<file path="config.mk">
export PLATFORM = sky130hd
export DESIGN_NAME = cache_line_mover_flat
export DESIGN_NICKNAME = d
export VERILOG_FILES = /design/src/rtl/cache_pkg.sv /design/src/rtl/cache_line_mover_if.sv /design/src/rtl/cache_line_serdes.sv /design/src/rtl/cache_line_mover.sv /design/src/flat_wrapper.sv
export SDC_FILE = /design/constraint.sdc
export NUM_CORES = 1
export LEC_CHECK = 0
export ABC_AREA = 1
export ABC_CLOCK_PERIOD_IN_PS = 3600
export CORE_AREA = 5 5 197 199
export CTS_BUF_LIST = sky130_fd_sc_hd__clkbuf_8
export DETAILED_ROUTE_END_ITERATION = 6
export DIE_AREA = 0 0 202 204
export PLACE_DENSITY = 0.61
export SYNTH_ARGS = -nofsm -noshare
export SYNTH_HDL_FRONTEND = slang
export SYNTH_SLANG_ARGS = --single-unit
</file>
<file path="constraint.sdc">
create_clock -name main_clk -period 3.6 [get_ports main_clk]
set_clock_uncertainty 0.2 [all_clocks]
set_input_delay 0.54 -clock main_clk [delete_from_list [all_inputs] [get_ports main_clk]]
set_output_delay 0.54 -clock main_clk [all_outputs]
set_load 0.03 [all_outputs]
</file>
<file path="src/rtl/cache_pkg.sv">
// Shared types and sizing for the cache data-array line mover.
// Fixes the line geometry (128-bit line, 8 x 16-bit beats) and the mover FSM states.
package cache_pkg;

  localparam int unsigned LINE_BITS = 128;
  localparam int unsigned WORD_BITS = 16;
  localparam int unsigned BEATS     = 8;
  localparam int unsigned BEAT_W    = 3;
  localparam int unsigned SEG_W     = 9;
  localparam int unsigned WAY_W     = 2;

  typedef enum logic [3:0] {
    IDLE,
    WB_RD,
    WB_CAP,
    WB_CMD,
    WB_DAT,
    RF_CMD,
    RF_DAT,
    RF_WR,
    DONE
  } mover_state_t;

  function automatic logic is_last_beat(input logic [BEAT_W-1:0] beat);
    return beat == BEAT_W'(BEATS - 1);
  endfunction

endpackage

</file>
<file path="src/rtl/cache_line_mover_if.sv">
// Controller, cache data-array and memory-port signals of the line mover.
// master = the mover itself, slave = its environment.
interface cache_line_mover_if #(
  parameter int unsigned LINE_ADDR_W = 26
);
  import cache_pkg::*;

  logic                   req_valid;
  logic                   req_ready;
  logic                   req_writeback;
  logic                   req_fill;
  logic [SEG_W-1:0]       req_segment;
  logic [WAY_W-1:0]       req_way;
  logic [LINE_ADDR_W-1:0] req_wb_addr;
  logic [LINE_ADDR_W-1:0] req_fill_addr;
  logic                   done;

  logic [SEG_W-1:0]       cache_segment;
  logic [WAY_W-1:0]       cache_way;
  logic                   cache_full_write;
  logic [LINE_BITS-1:0]   cache_raw_in;
  logic [LINE_BITS-1:0]   cache_raw_out;
  logic                   cache_dirty;

  logic                   mem_cmd_valid;
  logic                   mem_cmd_ready;
  logic                   mem_cmd_write;
  logic [LINE_ADDR_W-1:0] mem_cmd_addr;
  logic                   mem_wdata_valid;
  logic                   mem_wdata_ready;
  logic [WORD_BITS-1:0]   mem_wdata;
  logic                   mem_rdata_valid;
  logic [WORD_BITS-1:0]   mem_rdata;

  modport master (
    input  req_valid, req_writeback, req_fill, req_segment, req_way,
           req_wb_addr, req_fill_addr,
    output req_ready, done,
    output cache_segment, cache_way, cache_full_write, cache_raw_in,
    input  cache_raw_out, cache_dirty,
    output mem_cmd_valid, mem_cmd_write, mem_cmd_addr,
    input  mem_cmd_ready,
    output mem_wdata_valid, mem_wdata,
    input  mem_wdata_ready,
    input  mem_rdata_valid, mem_rdata
  );

  modport slave (
    output req_valid, req_writeback, req_fill, req_segment, req_way,
           req_wb_addr, req_fill_addr,
    input  req_ready, done,
    input  cache_segment, cache_way, cache_full_write, cache_raw_in,
    output cache_raw_out, cache_dirty,
    input  mem_cmd_valid, mem_cmd_write, mem_cmd_addr,
    output mem_cmd_ready,
    input  mem_wdata_valid, mem_wdata,
    output mem_wdata_ready,
    output mem_rdata_valid, mem_rdata
  );

endinterface

</file>
<file path="src/rtl/cache_line_serdes.sv">
// One-line buffer with a 3-bit beat counter: parallel load, beat-wise read-out, beat-wise fill.
// The counter wraps 7->0 on the last beat, so each burst starts from beat 0.
module cache_line_serdes
  import cache_pkg::*;
(
  input  logic                 i_clk,
  input  logic                 i_rst_n,
  input  logic                 i_load,
  input  logic [LINE_BITS-1:0] i_line,
  input  logic                 i_shift_out,
  input  logic                 i_shift_in,
  input  logic [WORD_BITS-1:0] i_word,
  output logic [LINE_BITS-1:0] o_line,
  output logic [WORD_BITS-1:0] o_word,
  output logic                 o_last
);

  logic [LINE_BITS-1:0] r_line;
  logic [BEAT_W-1:0]    r_beat;

  always_ff @(posedge i_clk) begin
    if (!i_rst_n) begin
      r_line <= '0;
      r_beat <= '0;
    end else if (i_load) begin
      r_line <= i_line;
      r_beat <= '0;
    end else if (i_shift_out) begin
      r_beat <= r_beat + BEAT_W'(1);
    end else if (i_shift_in) begin
      r_line[WORD_BITS*r_beat +: WORD_BITS] <= i_word;
      r_beat                                <= r_beat + BEAT_W'(1);
    end
  end

  always_comb begin
    o_line = r_line;
    o_word = r_line[WORD_BITS*r_beat +: WORD_BITS];
    o_last = is_last_beat(r_beat);
  end

endmodule

</file>
<file path="src/rtl/cache_line_mover.sv">
// Line mover: evicts a cache line to memory as 8 beats and/or refills it from 8 memory beats.
// Build option CACHE_LINE_MOVER_SKIP_CLEAN_EN skips the memory write for clean lines.
module cache_line_mover
  import cache_pkg::*;
#(
  parameter int unsigned LINE_ADDR_W = 26
) (
  input  logic                main_clk,
  input  logic                main_rst_n,
  cache_line_mover_if.master  bus
);

  mover_state_t           r_state;
  mover_state_t           w_next;
  logic                   r_writeback;
  logic                   r_fill;
  logic [SEG_W-1:0]       r_segment;
  logic [WAY_W-1:0]       r_way;
  logic [LINE_ADDR_W-1:0] r_wb_addr;
  logic [LINE_ADDR_W-1:0] r_fill_addr;

  logic                   w_load;
  logic                   w_shift_out;
  logic                   w_shift_in;
  logic [LINE_BITS-1:0]   w_line;
  logic [WORD_BITS-1:0]   w_word;
  logic                   w_last;

  cache_line_serdes u_serdes (
    .i_clk       (main_clk),
    .i_rst_n     (main_rst_n),
    .i_load      (w_load),
    .i_line      (bus.cache_raw_out),
    .i_shift_out (w_shift_out),
    .i_shift_in  (w_shift_in),
    .i_word      (bus.mem_rdata),
    .o_line      (w_line),
    .o_word      (w_word),
    .o_last      (w_last)
  );

`ifndef CACHE_LINE_MOVER_SKIP_CLEAN_EN
  logic w_unused_dirty;
  assign w_unused_dirty = bus.cache_dirty;
`endif

  always_ff @(posedge main_clk) begin
    if (!main_rst_n) begin
      r_state     <= IDLE;
      r_writeback <= 1'b0;
      r_fill      <= 1'b0;
      r_segment   <= '0;
      r_way       <= '0;
      r_wb_addr   <= '0;
      r_fill_addr <= '0;
    end else begin
      r_state <= w_next;
      if (r_state == IDLE && bus.req_valid) begin
        r_writeback <= bus.req_writeback;
        r_fill      <= bus.req_fill;
        r_segment   <= bus.req_segment;
        r_way       <= bus.req_way;
        r_wb_addr   <= bus.req_wb_addr;
        r_fill_addr <= bus.req_fill_addr;
      end
    end
  end

  always_comb begin
    w_next               = r_state;
    w_load               = 1'b0;
    w_shift_out          = 1'b0;
    w_shift_in           = 1'b0;
    bus.req_ready        = 1'b0;
    bus.done             = 1'b0;
    bus.cache_segment    = r_segment;
    bus.cache_way        = r_way;
    bus.cache_full_write = 1'b0;
    bus.cache_raw_in     = w_line;
    bus.mem_cmd_valid    = 1'b0;
    bus.mem_cmd_write    = 1'b0;
    bus.mem_cmd_addr     = r_fill_addr;
    bus.mem_wdata_valid  = 1'b0;
    bus.mem_wdata        = w_word;

    case (r_state)
      IDLE: begin
        bus.req_ready = 1'b1;
        if (bus.req_valid) begin
          if (bus.req_writeback)  w_next = WB_RD;
          else if (bus.req_fill)  w_next = RF_CMD;
          else                    w_next = DONE;
        end
      end
      WB_RD: w_next = WB_CAP;
      WB_CAP: begin
        w_load = 1'b1;
`ifdef CACHE_LINE_MOVER_SKIP_CLEAN_EN
        if (!bus.cache_dirty) w_next = r_fill ? RF_CMD : DONE;
        else                  w_next = WB_CMD;
`else
        w_next = WB_CMD;
`endif
      end
      WB_CMD: begin
        bus.mem_cmd_valid = 1'b1;
        bus.mem_cmd_write = 1'b1;
        bus.mem_cmd_addr  = r_wb_addr;
        if (bus.mem_cmd_ready) w_next = WB_DAT;
      end
      WB_DAT: begin
        bus.mem_wdata_valid = 1'b1;
        if (bus.mem_wdata_ready) begin
          w_shift_out = 1'b1;
          if (w_last) w_next = r_fill ? RF_CMD : DONE;
        end
      end
      RF_CMD: begin
        bus.mem_cmd_valid = 1'b1;
        if (bus.mem_cmd_ready) w_next = RF_DAT;
      end
      RF_DAT: begin
        if (bus.mem_rdata_valid) begin
          w_shift_in = 1'b1;
          if (w_last) w_next = RF_WR;
        end
      end
      RF_WR: begin
        bus.cache_full_write = 1'b1;
        w_next               = DONE;
      end
      DONE: begin
        bus.done = 1'b1;
        w_next   = IDLE;
      end
      default: w_next = IDLE;
    endcase
  end

endmodule
</file>
<file path="src/flat_wrapper.sv">
// flat-port wrapper written by rule: the top's interface ports become plain ports
module cache_line_mover_flat import cache_pkg::*;
#(
  parameter int unsigned LINE_ADDR_W = 26
)
  (main_clk, main_rst_n, bus_req_valid, bus_req_writeback, bus_req_fill, bus_req_segment, bus_req_way, bus_req_wb_addr, bus_req_fill_addr, bus_req_ready, bus_done, bus_cache_segment, bus_cache_way, bus_cache_full_write, bus_cache_raw_in, bus_cache_raw_out, bus_cache_dirty, bus_mem_cmd_valid, bus_mem_cmd_write, bus_mem_cmd_addr, bus_mem_cmd_ready, bus_mem_wdata_valid, bus_mem_wdata, bus_mem_wdata_ready, bus_mem_rdata_valid, bus_mem_rdata);
  cache_line_mover_if #(.LINE_ADDR_W(LINE_ADDR_W)) bus_i ();
  input  logic main_clk;
  input  logic main_rst_n;
  input wire logic [$bits(bus_i.req_valid)-1:0] bus_req_valid;
  input wire logic [$bits(bus_i.req_writeback)-1:0] bus_req_writeback;
  input wire logic [$bits(bus_i.req_fill)-1:0] bus_req_fill;
  input wire logic [$bits(bus_i.req_segment)-1:0] bus_req_segment;
  input wire logic [$bits(bus_i.req_way)-1:0] bus_req_way;
  input wire logic [$bits(bus_i.req_wb_addr)-1:0] bus_req_wb_addr;
  input wire logic [$bits(bus_i.req_fill_addr)-1:0] bus_req_fill_addr;
  output wire logic [$bits(bus_i.req_ready)-1:0] bus_req_ready;
  output wire logic [$bits(bus_i.done)-1:0] bus_done;
  output wire logic [$bits(bus_i.cache_segment)-1:0] bus_cache_segment;
  output wire logic [$bits(bus_i.cache_way)-1:0] bus_cache_way;
  output wire logic [$bits(bus_i.cache_full_write)-1:0] bus_cache_full_write;
  output wire logic [$bits(bus_i.cache_raw_in)-1:0] bus_cache_raw_in;
  input wire logic [$bits(bus_i.cache_raw_out)-1:0] bus_cache_raw_out;
  input wire logic [$bits(bus_i.cache_dirty)-1:0] bus_cache_dirty;
  output wire logic [$bits(bus_i.mem_cmd_valid)-1:0] bus_mem_cmd_valid;
  output wire logic [$bits(bus_i.mem_cmd_write)-1:0] bus_mem_cmd_write;
  output wire logic [$bits(bus_i.mem_cmd_addr)-1:0] bus_mem_cmd_addr;
  input wire logic [$bits(bus_i.mem_cmd_ready)-1:0] bus_mem_cmd_ready;
  output wire logic [$bits(bus_i.mem_wdata_valid)-1:0] bus_mem_wdata_valid;
  output wire logic [$bits(bus_i.mem_wdata)-1:0] bus_mem_wdata;
  input wire logic [$bits(bus_i.mem_wdata_ready)-1:0] bus_mem_wdata_ready;
  input wire logic [$bits(bus_i.mem_rdata_valid)-1:0] bus_mem_rdata_valid;
  input wire logic [$bits(bus_i.mem_rdata)-1:0] bus_mem_rdata;
  assign bus_i.req_valid = bus_req_valid;
  assign bus_i.req_writeback = bus_req_writeback;
  assign bus_i.req_fill = bus_req_fill;
  assign bus_i.req_segment = bus_req_segment;
  assign bus_i.req_way = bus_req_way;
  assign bus_i.req_wb_addr = bus_req_wb_addr;
  assign bus_i.req_fill_addr = bus_req_fill_addr;
  assign bus_req_ready = bus_i.req_ready;
  assign bus_done = bus_i.done;
  assign bus_cache_segment = bus_i.cache_segment;
  assign bus_cache_way = bus_i.cache_way;
  assign bus_cache_full_write = bus_i.cache_full_write;
  assign bus_cache_raw_in = bus_i.cache_raw_in;
  assign bus_i.cache_raw_out = bus_cache_raw_out;
  assign bus_i.cache_dirty = bus_cache_dirty;
  assign bus_mem_cmd_valid = bus_i.mem_cmd_valid;
  assign bus_mem_cmd_write = bus_i.mem_cmd_write;
  assign bus_mem_cmd_addr = bus_i.mem_cmd_addr;
  assign bus_i.mem_cmd_ready = bus_mem_cmd_ready;
  assign bus_mem_wdata_valid = bus_i.mem_wdata_valid;
  assign bus_mem_wdata = bus_i.mem_wdata;
  assign bus_i.mem_wdata_ready = bus_mem_wdata_ready;
  assign bus_i.mem_rdata_valid = bus_mem_rdata_valid;
  assign bus_i.mem_rdata = bus_mem_rdata;
  cache_line_mover #(.LINE_ADDR_W(LINE_ADDR_W)) u_core (.main_clk(main_clk), .main_rst_n(main_rst_n), .bus(bus_i));
endmodule
</file>
=== Word-level counts from Yosys, hierarchy flattened ===
Index checks and enable logic that the tools add are counted.

* Register bits after elaboration: 199
* RAM bits: 0
* Bits of input ports: 216
* Word-level logic and storage cells: 68
* Memories: 0
* ROM bits: 0
* Latch bits: 0

* Multiply operators: 0
* Div/mod/pow operators: 0
* Reductions and logical operators: 8
* $lt $le $gt $ge: 0
* Add/subtract/negate cells: 2
* Eq/ne operators: 17
* Shift-type cells: 3
* Bitwise gates (word level): 1
* Muxes and demuxes: 29

{| class="wikitable"
|+ Operator list
! operator !! number
|-
| 128-bit two-way mux || 3
|-
| 128-bit bitwise mux || 1
|-
| 16-bit by 34-bit variable shift with 128-bit output, first input constant || 1
|-
| 128-bit by 8-bit variable part select with 16-bit output || 1
|-
| 16-bit by 34-bit variable part select with 128-bit output || 1
|-
| 4-bit two-way mux || 10
|-
| 7-bit negator with 34-bit output || 1
|-
| 4-bit one-hot mux with 8 select lines || 1
|-
| 26-bit two-way mux || 1
|-
| 4-bit by 3-bit equality test with 1-bit output, second input constant || 4
|-
| 2-bit inequality test, second input constant || 8
|-
| 1-bit two-way mux || 11
|-
| 4-bit by 2-bit equality test with 1-bit output, second input constant || 2
|-
| 7-bit AND reduction || 1
|-
| 3-bit two-way mux || 2
|-
| 4-bit by 1-bit equality test with 1-bit output, second input constant || 1
|-
| 4-bit equality test, second input constant || 1
|-
| 4-bit logical NOT || 1
|-
| 2-bit nonzero test || 2
|-
| 2-bit OR reduction || 2
|-
| 3-bit by 1-bit adder with 3-bit output, second input constant || 1
|-
| 3-bit equality test, second input constant || 1
|-
| 2-bit AND reduction || 1
|-
| 1-bit logical AND || 1
|-
| 1-bit NOT || 1
|}

=== Depth between registers and ports, before layout ===
Gate-level depths: netlist of run 1.

* Word-level depth: 6
* Gate-level depth with buffers: 15
* Gate-level depth less buffers: 12

=== Cells and area by module ===
A second synthesis of run 1 with hierarchy kept.

* Cells, all modules: 1,760
* Area total of the unflattened synthesis: 11,598.6 um^2

{| class="wikitable"
|+ Modules (own cells, without submodules)
! module !! cells each !! area each (um^2) !! times used !! sequential area each (um^2)
|-
| cache_line_serdes || 1,356 || 8,499.4 || 1 || 2,622.5
|-
| cache_line_mover || 404 || 3,099.2 || 1 || 1,361.3
|}

=== Worst setup path after synthesis of run 1 ===
No wires, ideal clock.

* Path type: register to register
* Start point: reg u_core.u_serdes.r_beat[0]
* End point: reg u_core.u_serdes.r_line[81], in the netlist u_core.u_serdes.o_line[81]
* Data arrival time: 2,469 ps
* Cell stages (with the launch flop): 13
* Data required time: 3,330 ps
* Library setup time: 70 ps
* Buffers on the path: 4
* Period minus slack after synthesis: 2,739 ps
* Setup slack: 861 ps
* Cell sequence: dfxtp_1 -> inv_2 -> clkbuf_1 -> clkbuf_1 -> ha_1 -> ha_1 -> inv_2 -> clkbuf_1 -> buf_1 -> nand3_1 -> nand2_1 -> nand2_1 -> a21oi_1

* Cells in the longest elaborated chain, start to end: 6
* Elaborated cells between the ends (all ways): 7
* Classes of those cells: add/sub: 1; shift: 2; mux: 4

{| class="wikitable"
|+ RTL lines
! item !! RTL line !! RTL
|-
| start, declared || cache_line_serdes.sv:19 || <nowiki>logic [BEAT_W-1:0] r_beat;</nowiki>
|-
| start signal, assigned || cache_line_serdes.sv:29 || <nowiki>r_beat <= r_beat + BEAT_W'(1);</nowiki>
|-
| start signal, assigned || cache_line_serdes.sv:32 || <nowiki>r_beat <= r_beat + BEAT_W'(1);</nowiki>
|-
| 7-bit negator with 34-bit output * || cache_line_serdes.sv:31 || <nowiki>r_line[WORD_BITS*r_beat +: WORD_BITS] <= i_word;</nowiki>
|-
| 16-bit by 34-bit variable part select with 128-bit output or 16-bit by 34-bit variable shift with 128-bit output (tied branches) || cache_line_serdes.sv:31 ||
|-
| 128-bit bitwise mux * || cache_line_serdes.sv:31 ||
|-
| 128-bit two-way mux * || cache_line_serdes.sv:30 || <nowiki>end else if (i_shift_in) begin</nowiki>
|-
| 128-bit two-way mux * || cache_line_serdes.sv:28 || <nowiki>end else if (i_shift_out) begin</nowiki>
|-
| 128-bit two-way mux * || cache_line_serdes.sv:25 || <nowiki>end else if (i_load) begin</nowiki>
|-
| end signal, assigned || cache_line_serdes.sv:26 || <nowiki>r_line <= i_line;</nowiki>
|-
| end signal, assigned by index || cache_line_serdes.sv:31 ||
|-
| end, declared || cache_line_serdes.sv:18 || <nowiki>logic [LINE_BITS-1:0] r_line;</nowiki>
|}

Mark *: on every way between the ends. The rest lies on a longest branch, timed or not. The select of a mux whose other input is x is not followed.
A chain may end at the register's enable or synchronous reset.

=== Worst setup path after layout of run 1 ===
* Start point: reg u_core.r_state[3]
* End point: out bus_mem_cmd_addr[1]

* Cells in the longest elaborated chain, start to end: 2

{| class="wikitable"
|+ RTL lines
! item !! RTL line !! RTL
|-
| start, declared || cache_line_mover.sv:13 || <nowiki>mover_state_t r_state;</nowiki>
|-
| start signal, assigned || cache_line_mover.sv:57 || <nowiki>r_state <= w_next;</nowiki>
|-
| 4-bit by 2-bit equality test with 1-bit output || cache_line_mover.sv:86 || <nowiki>case (r_state)</nowiki>
|-
| 26-bit two-way mux || cache_line_mover.sv:86 ||
|-
| end, declared || flat_wrapper.sv:27 || <nowiki>output wire logic [$bits(bus_i.mem_cmd_addr)-1:0] bus_mem_cmd_addr;</nowiki>
|}

Every way passes these cells.

==> reports/summary.txt, run 1 <==
OUTCOME
-----------------------------------------------------------------------------------------
Result of the run                                                            finished clean

SYNTHESIS
-----------------------------------------------------------------------------------------
Most common cell in the synthesized netlist                                       nand2_1
Net Count, Synth                                                                     1991
Most used standard cells in the synthesized netlist                          nand2_1, nor2_1, o21ai_0
Average footprint of a synthesized cell                                         6.14 um^2
Synthesized instance count                                                           1770
Dominant cells by area after synthesis                                       dfxtp_1, nand2_1, o21ai_0, nor2_1, a21oi_1
Most instantiated flip-flop cell in the synthesis netlist                         dfxtp_1
Biggest area consumer among synthesized cells                                     dfxtp_1
Number of enable flip-flop cells after synthesis                                        0
Netlist area before placement                                                  10900 um^2
Count of different cell masters after synthesis                                        30
Post-synthesis sequential area ratio                                                36.7%
Fraction of post-synthesis cell area in the top cell type by area                   36.7%
Yosys Warn Count                                                                        0
Proportion of register bits with asynchronous set or reset after synthesis             0%
Number of synthesized register bits                                                   199

ROUTING
-----------------------------------------------------------------------------------------
Number of DRC violations after detailed-routing iteration 0                          1731
Wire length per cell                                                              20.7 um
Routed via count                                                                    13200
DR DRC count                                                                            0
DRT Pass-1 Iters                                                                        5
Routed WL                                                                        53300 um
DR vias/cell                                                                         5.12
Antenna Violating Nets Remaining                                                        0

WORST SETUP PATH
-----------------------------------------------------------------------------------------
Startpoint type of the worst setup path                                         flip-flop
Critical path data arrival time                                                   2.65 ns
Critical R2R Capture                                                         u_core.u_serdes.o_line[113]$_SDFFE_PN0P_
Source of the worst register-to-register timing path                         u_core.u_serdes.r_beat[2]$_SDFFE_PP0P_
Critical Path End                                                            bus_mem_cmd_addr[1]
Setup CP Type                                                                flip-flop to output port
Launching element of the worst setup path                                    u_core.r_state[3]$_SDFFE_PN0P_
Worst Setup End Kind                                                          output port
Internal reg-to-reg setup slack                                                   0.60 ns
Largest driver fanout on the critical path                                             55
Data required time at the worst endpoint                                          2.86 ns
Worst reg-to-reg path cell count                                                        8

GRT
-----------------------------------------------------------------------------------------
Number of antenna violations at the first check in global routing                      10
Total global-route track usage                                                      24.5%
Largest net degree at the start of global routing                                      87
Via count of the first global-routing pass                                          12200
First-pass GRT wire length                                                       77300 um
Final global-route overflow total                                                       0

FLOW RUN
-----------------------------------------------------------------------------------------
Maxcap violations                                                                       0

DIE
-----------------------------------------------------------------------------------------
Overall die height                                                                 204 um
Full die area                                                                  41200 um^2
I/O pin cnt                                                                           403
Starting density of the core                                                        29.3%
Core Rows                                                                              71
Overall die width                                                                  202 um
Core ar.                                                                       37000 um^2

TIMING
-----------------------------------------------------------------------------------------
Relative slew margins                                                               32.3%
Fin. Hold Viols                                                                         0
Setup repair after global routing missed its margin                                    no
Transition time at the pin with the least slew margin                             1.01 ns
Post-layout worst setup margin                                                   0.205 ns
TNS Setup                                                                            0 ns
Final number of max-transition violations                                               0
Final worst path period share                                                       94.3%
Min cycle time layout                                                             3.39 ns
Maximum frequency from static timing analysis                                   0.295 GHz
Endpoints failing setup                                                                 0

CTS
-----------------------------------------------------------------------------------------
Clock Tree Buf Depth                                                                    2
Number of post-CTS setup repair buffers                                                 0
Clock root cell                                                                  clkbuf_8
Sink count of the clock tree                                                          199
Number of instances resized during post-cts repair                                      0
Worst-skew pair later-pin latency                                                 0.51 ns
Clock tree from TritonCTS                                                           built
Inserted Clock Buffers                                                                 17
Hold_buf cts                                                                            0
Clock-pin slew on the worst setup and hold paths                                  0.12 ns
Deepest level of the CTS H-tree                                                         4

FINAL LAYOUT
-----------------------------------------------------------------------------------------
Signed area change from the synthesized netlist to the final layout                 44.5%
Cell area after layout                                                         15700 um^2
Fill cell total of the finished layout                                               3929
Ratio of cells with drive above 1 in the final layout                               5.10%
Layout Cells excl Fill                                                               2580
Post-route core utilization                                                         42.4%
Count of nets after finishing                                                        2310
Area occupied by registers                                                      3990 um^2
Footprint of the multi-input gates                                              6000 um^2

PLACE
-----------------------------------------------------------------------------------------
IO Port Bufs                                                                          401
Instance area at placement                                                     15300 um^2
Setup Slack @ Placement                                                          0.691 ns
Cell count after placement                                                           2544
DP HPWL                                                                          40800 um
Last weighted congestion value of the routability-driven placer                     0.980

HOLD PATH
-----------------------------------------------------------------------------------------
Kind of path behind the tightest hold check                                  flip-flop to flip-flop

PWR
-----------------------------------------------------------------------------------------
Leak Pwr                                                                       0.00630 uW
Peak supply drop                                                                 0.451 mV
Power per Cell Area                                                           699 nW/um^2

[final cells by class]
cell class,instances,share of cell area (%)
Antenna cell,6,0.0957
Clock buffer,17,1.49
Clock inverter,13,1.02
Inverter,88,2.11
Multi-Input combinational cell,1361,38.2
Sequential cell,199,25.4
Tap cell,474,3.78
Timing Repair Buffer,422,27.9
[worst min path at each step]
| stage | start | end | slack [ns] | depth (start not counted) |
|---|---|---|---|---|
| floorplan | u_core.r_wb_addr[10]$_SDFFE_PN0P_ | u_core.r_wb_addr[10]$_SDFFE_PN0P_ | 0.22 | 2 |
| global placement | u_core.r_wb_addr[18]$_SDFFE_PN0P_ | u_core.r_wb_addr[18]$_SDFFE_PN0P_ | 0.23 | 2 |
| detailed placement | u_core.r_wb_addr[13]$_SDFFE_PN0P_ | u_core.r_wb_addr[13]$_SDFFE_PN0P_ | 0.24 | 2 |
| CTS | u_core.r_wb_addr[24]$_SDFFE_PN0P_ | u_core.r_wb_addr[24]$_SDFFE_PN0P_ | 0.26 | 2 |
| global route | u_core.r_wb_addr[24]$_SDFFE_PN0P_ | u_core.r_wb_addr[24]$_SDFFE_PN0P_ | 0.26 | 2 |
| finish | u_core.r_wb_addr[13]$_SDFFE_PN0P_ | u_core.r_wb_addr[13]$_SDFFE_PN0P_ | 0.25 | 2 |
[report_power, final]
part / leakage (uW) / internal, uW / switching (uW)
Sequential: 0.00162 / 2720 / 401
Combinational: 0.00449 / 2190 / 4120
Clock: 0.000191 / 676 / 863
Total: 0.00630 / 5590 / 5380
[registers in the layout, summed over array words and instances, names as in the netlist]
| name | cells |
|---|---|
| u_core.bus.cache_way | 2 |
| u_core.u_serdes.o_line | 128 |
| u_core.r_fill_addr | 26 |
| u_core.r_state | 4 |
| u_core.r_fill | 1 |
| u_core.r_wb_addr | 26 |
| u_core.bus.cache_segment | 9 |
| u_core.u_serdes.r_beat | 3 |
[kinds of logic (layout without fill, tap and decap cells)]
kind of cell	after synthesis	in the layout	share of synthesized area [%]
simple gates	964	964	35.9
flops	199	199	36.7
other cells	0	6	0
fa+ha+maj	5	5	0.576
buf+inv	210	540	8.14
compound gates	392	392	18.7
[per-stage QoR]
step           hold slack, ns  total power (uW)
2_1_floorplan           0.225              6690
3_3_place_gp            0.234              9340
3_5_place_dp            0.241              9380
4_1_cts                 0.256             10900
5_1_grt                 0.264             11600
6_report                0.251             11000
[layout by cell type (no fill, tap or decap), types with 8 or more instances in the layout]
| cell | synthesis | routed |
|---|---|---|
| a21oi_1 | 145 | 145 |
| nor2_1 | 261 | 261 |
| buf_12 | 0 | 20 |
| o22ai_1 | 11 | 11 |
| nor2_2 | 10 | 10 |
| inv_2 | 9 | 9 |
| a21boi_0 | 8 | 8 |
| clkbuf_8 | 0 | 17 |
| dfxtp_1 | 199 | 198 |
| o21ai_0 | 214 | 214 |
| buf_4 | 5 | 17 |
| clkdlybuf4s50_1 | 0 | 384 |
| nor3_1 | 13 | 13 |
| inv_1 | 79 | 79 |
| nand3_1 | 127 | 127 |
| nand2_1 | 536 | 535 |
[critical path: stages (launching register included)]
cell	delay (ns)
dfxtp_1	0.39
nor2_1	0.32
nand2_1	0.09
buf_4	0.28
o21ai_0	0.31
clkdlybuf4s50_1	0.73
[routing by layer]
metal  up-vias  global-route usage, %  wire length [um]
met3        78                   6.46              4710
met2       665                   39.1             24600
li1       6352                      -                 -
met1      6104                   32.5             22500
met5         -                      0                48
met4         8                   7.91              1510
(Power assumes the default switching activity.)
==> inputs of run 2 (changes only) <==
Settings changed: CORE_AREA 5 5 197 199 to 2 2 194 196, DIE_AREA 0 0 202 204 to 0 0 196 198.
==> run 2 against run 1 <==
Maximum frequency grew 0.42%; power grew 0.13%; sequential share of layout area is essentially flat; combinational power shrank 1%; final area is essentially flat; worst hold slack gained 0.0051 ns; die area shrank 5.8%; clock power grew 5%; utilization grew 0.098 points; sequential power is essentially flat; wire length shrank 1.2%; non-clock buffer count grew 1; critical path type unchanged; critical endpoint is now bus_mem_cmd_addr[11]; highest routed layer unchanged.
==> reports/summary.txt, run 2 (synthesis results as in run 1) <==
GRT
-------------------------------------------------------------------------------------
Total global-route track usage                                                  26.4%
Final global-route overflow total                                                   0
Via count of the first global-routing pass                                      12100
Number of antenna violations at the first check in global routing                   6
First-pass GRT wire length                                                   76900 um
Largest net degree at the start of global routing                                  88

ROUTING
-------------------------------------------------------------------------------------
DR vias/cell                                                                     5.08
Routed via count                                                                13100
Wire length per cell                                                          20.4 um
DR DRC count                                                                        0
Number of DRC violations after detailed-routing iteration 0                      1247
Antenna Violating Nets Remaining                                                    0
Routed WL                                                                    52700 um
DRT Pass-1 Iters                                                                    5

WORST SETUP PATH
-------------------------------------------------------------------------------------
Critical path data arrival time                                               2.64 ns
Setup CP Type                                                            flip-flop to output port
Data required time at the worst endpoint                                      2.86 ns
Critical R2R Capture                                                     u_core.u_serdes.o_line[117]$_SDFFE_PN0P_
Worst reg-to-reg path cell count                                                    8
Source of the worst register-to-register timing path                     u_core.u_serdes.r_beat[2]$_SDFFE_PP0P_
Worst Setup End Kind                                                      output port
Largest driver fanout on the critical path                                         55
Startpoint type of the worst setup path                                     flip-flop
Internal reg-to-reg setup slack                                               0.46 ns

PLACE
-------------------------------------------------------------------------------------
Setup Slack @ Placement                                                      0.557 ns
Last weighted congestion value of the routability-driven placer                 0.924
Instance area at placement                                                 15300 um^2
IO Port Bufs                                                                      401
DP HPWL                                                                      39900 um
Cell count after placement                                                       2545

DIE
-------------------------------------------------------------------------------------
Starting density of the core                                                    29.4%
I/O pin cnt                                                                       403
Overall die width                                                              196 um
Full die area                                                              38800 um^2
Overall die height                                                             198 um
Core Rows                                                                          71
Core ar.                                                                   37000 um^2

TIMING
-------------------------------------------------------------------------------------
Endpoints failing setup                                                             0
Final number of max-transition violations                                           0
Fin. Hold Viols                                                                     0
Final worst path period share                                                   93.9%
Setup repair after global routing missed its margin                                no
Relative slew margins                                                           30.6%
TNS Setup                                                                        0 ns
Maximum frequency from static timing analysis                               0.296 GHz
Min cycle time layout                                                         3.38 ns
Post-layout worst setup margin                                               0.219 ns
Transition time at the pin with the least slew margin                         1.04 ns

HOLD PATH
-------------------------------------------------------------------------------------
Kind of path behind the tightest hold check                              flip-flop to flip-flop
Worst hold path cell count                                                          2
Hold path startpoint                                                     u_core.r_wb_addr[10]$_SDFFE_PN0P_
Min-Delay Endpoint                                                       u_core.r_wb_addr[10]$_SDFFE_PN0P_

FINAL LAYOUT
-------------------------------------------------------------------------------------
Layout Cells excl Fill                                                           2579
Commonest cells after routing, fill and taps aside                       nand2_1, clkdlybuf4s50_1, nor2_1, o21ai_0, dfxtp_1
Ratio of cells with drive above 1 in the final layout                           5.28%
Cell area after layout                                                     15700 um^2
Fill cell total of the finished layout                                           3923
Flip-flop count of the largest register after layout                              128
Area occupied by registers                                                  3990 um^2
Footprint of the multi-input gates                                          6000 um^2
Signed area change from the synthesized netlist to the final layout             44.4%
Most frequent standard cell in the layout excluding fill and tap cells        nand2_1
Count of nets after finishing                                                    2311

OUTCOME
-------------------------------------------------------------------------------------
Result of the run                                                        finished clean

CTS
-------------------------------------------------------------------------------------
Clock root cell                                                              clkbuf_8
Inserted Clock Buffers                                                             17
Worst-skew pair later-pin latency                                             0.51 ns
Deepest level of the CTS H-tree                                                     4
Number of instances resized during post-cts repair                                  0
Number of post-CTS setup repair buffers                                             0
Clock-pin slew on the worst setup and hold paths                              0.12 ns
Sink count of the clock tree                                                      199
Clock Tree Buf Depth                                                                2
Hold_buf cts                                                                        0
Clock tree from TritonCTS                                                       built

PWR
-------------------------------------------------------------------------------------
Power per Cell Area                                                       700 nW/um^2
Leak Pwr                                                                   0.00633 uW
Peak supply drop                                                             0.459 mV

FLOW RUN
-------------------------------------------------------------------------------------
Maxcap violations                                                                   0

## run 2: worst max path at each step
stage                                           start                                       end  slack (ns)  cells past startpoint
2_1_floorplan  u_core.u_serdes.r_beat[0]$_SDFFE_PP0P_   u_core.u_serdes.o_line[81]$_SDFFE_PN0P_        0.86                     12
3_3_place_gp   u_core.u_serdes.r_beat[2]$_SDFFE_PP0P_  u_core.u_serdes.o_line[122]$_SDFFE_PN0P_        0.62                      8
3_5_place_dp   u_core.u_serdes.r_beat[2]$_SDFFE_PP0P_  u_core.u_serdes.o_line[117]$_SDFFE_PN0P_        0.56                      8
4_1_cts                u_core.r_state[3]$_SDFFE_PN0P_                      bus_mem_cmd_addr[11]        0.21                      5
5_1_grt                u_core.r_state[3]$_SDFFE_PN0P_                       bus_mem_cmd_addr[1]        0.04                      6
6_report               u_core.r_state[3]$_SDFFE_PN0P_                      bus_mem_cmd_addr[11]        0.22                      5
## run 2: metal layers
layer	global-route usage, %	vias to the layer above	wire, um
li1	-	6346	-
met1	34.2	6098	22100
met2	43.4	584	24800
met3	6.73	58	4550
met4	7.30	6	1170
met5	0	-	43
## run 2: final cells by class
class	count	area share, %
inverters	88	2.11
multi-input cells	1361	38.2
clock buffers	18	1.58
repair buffers	423	27.8
clock inverters	14	1.12
flip-flops and latches	199	25.4
diodes	2	0.0319
well taps	474	3.78
## run 2: critical path: stages (launching register included)
cell and delay (ns):
dfxtp_1 0.38, nor2_1 0.35, nand2_1 0.09, buf_4 0.29, o21ai_0 0.27, clkdlybuf4s50_1 0.71
## run 2: power by group
group	internal, uW	switching (uW)
logic	2160	4070
clock network	713	897
registers	2720	429
## run 2: stage by stage
| stage | util (%) | hold slack [ns] | power [uW] |
|---|---|---|---|
| global route | 42.5 | 0.274 | 11600 |
| global placement | 41.3 | 0.234 | 9290 |
| floorplan | - | 0.225 | 6690 |
| detailed placement | 41.3 | 0.240 | 9340 |
| finish | 42.5 | 0.256 | 11000 |
| CTS | 42.4 | 0.258 | 11000 |
==> inputs of run 3 (changes only) <==
Settings changed: SLEW_MARGIN set to 10.
==> results of run 3 <==
No change in the layout: final DEF, timing and power equal those of run 2.
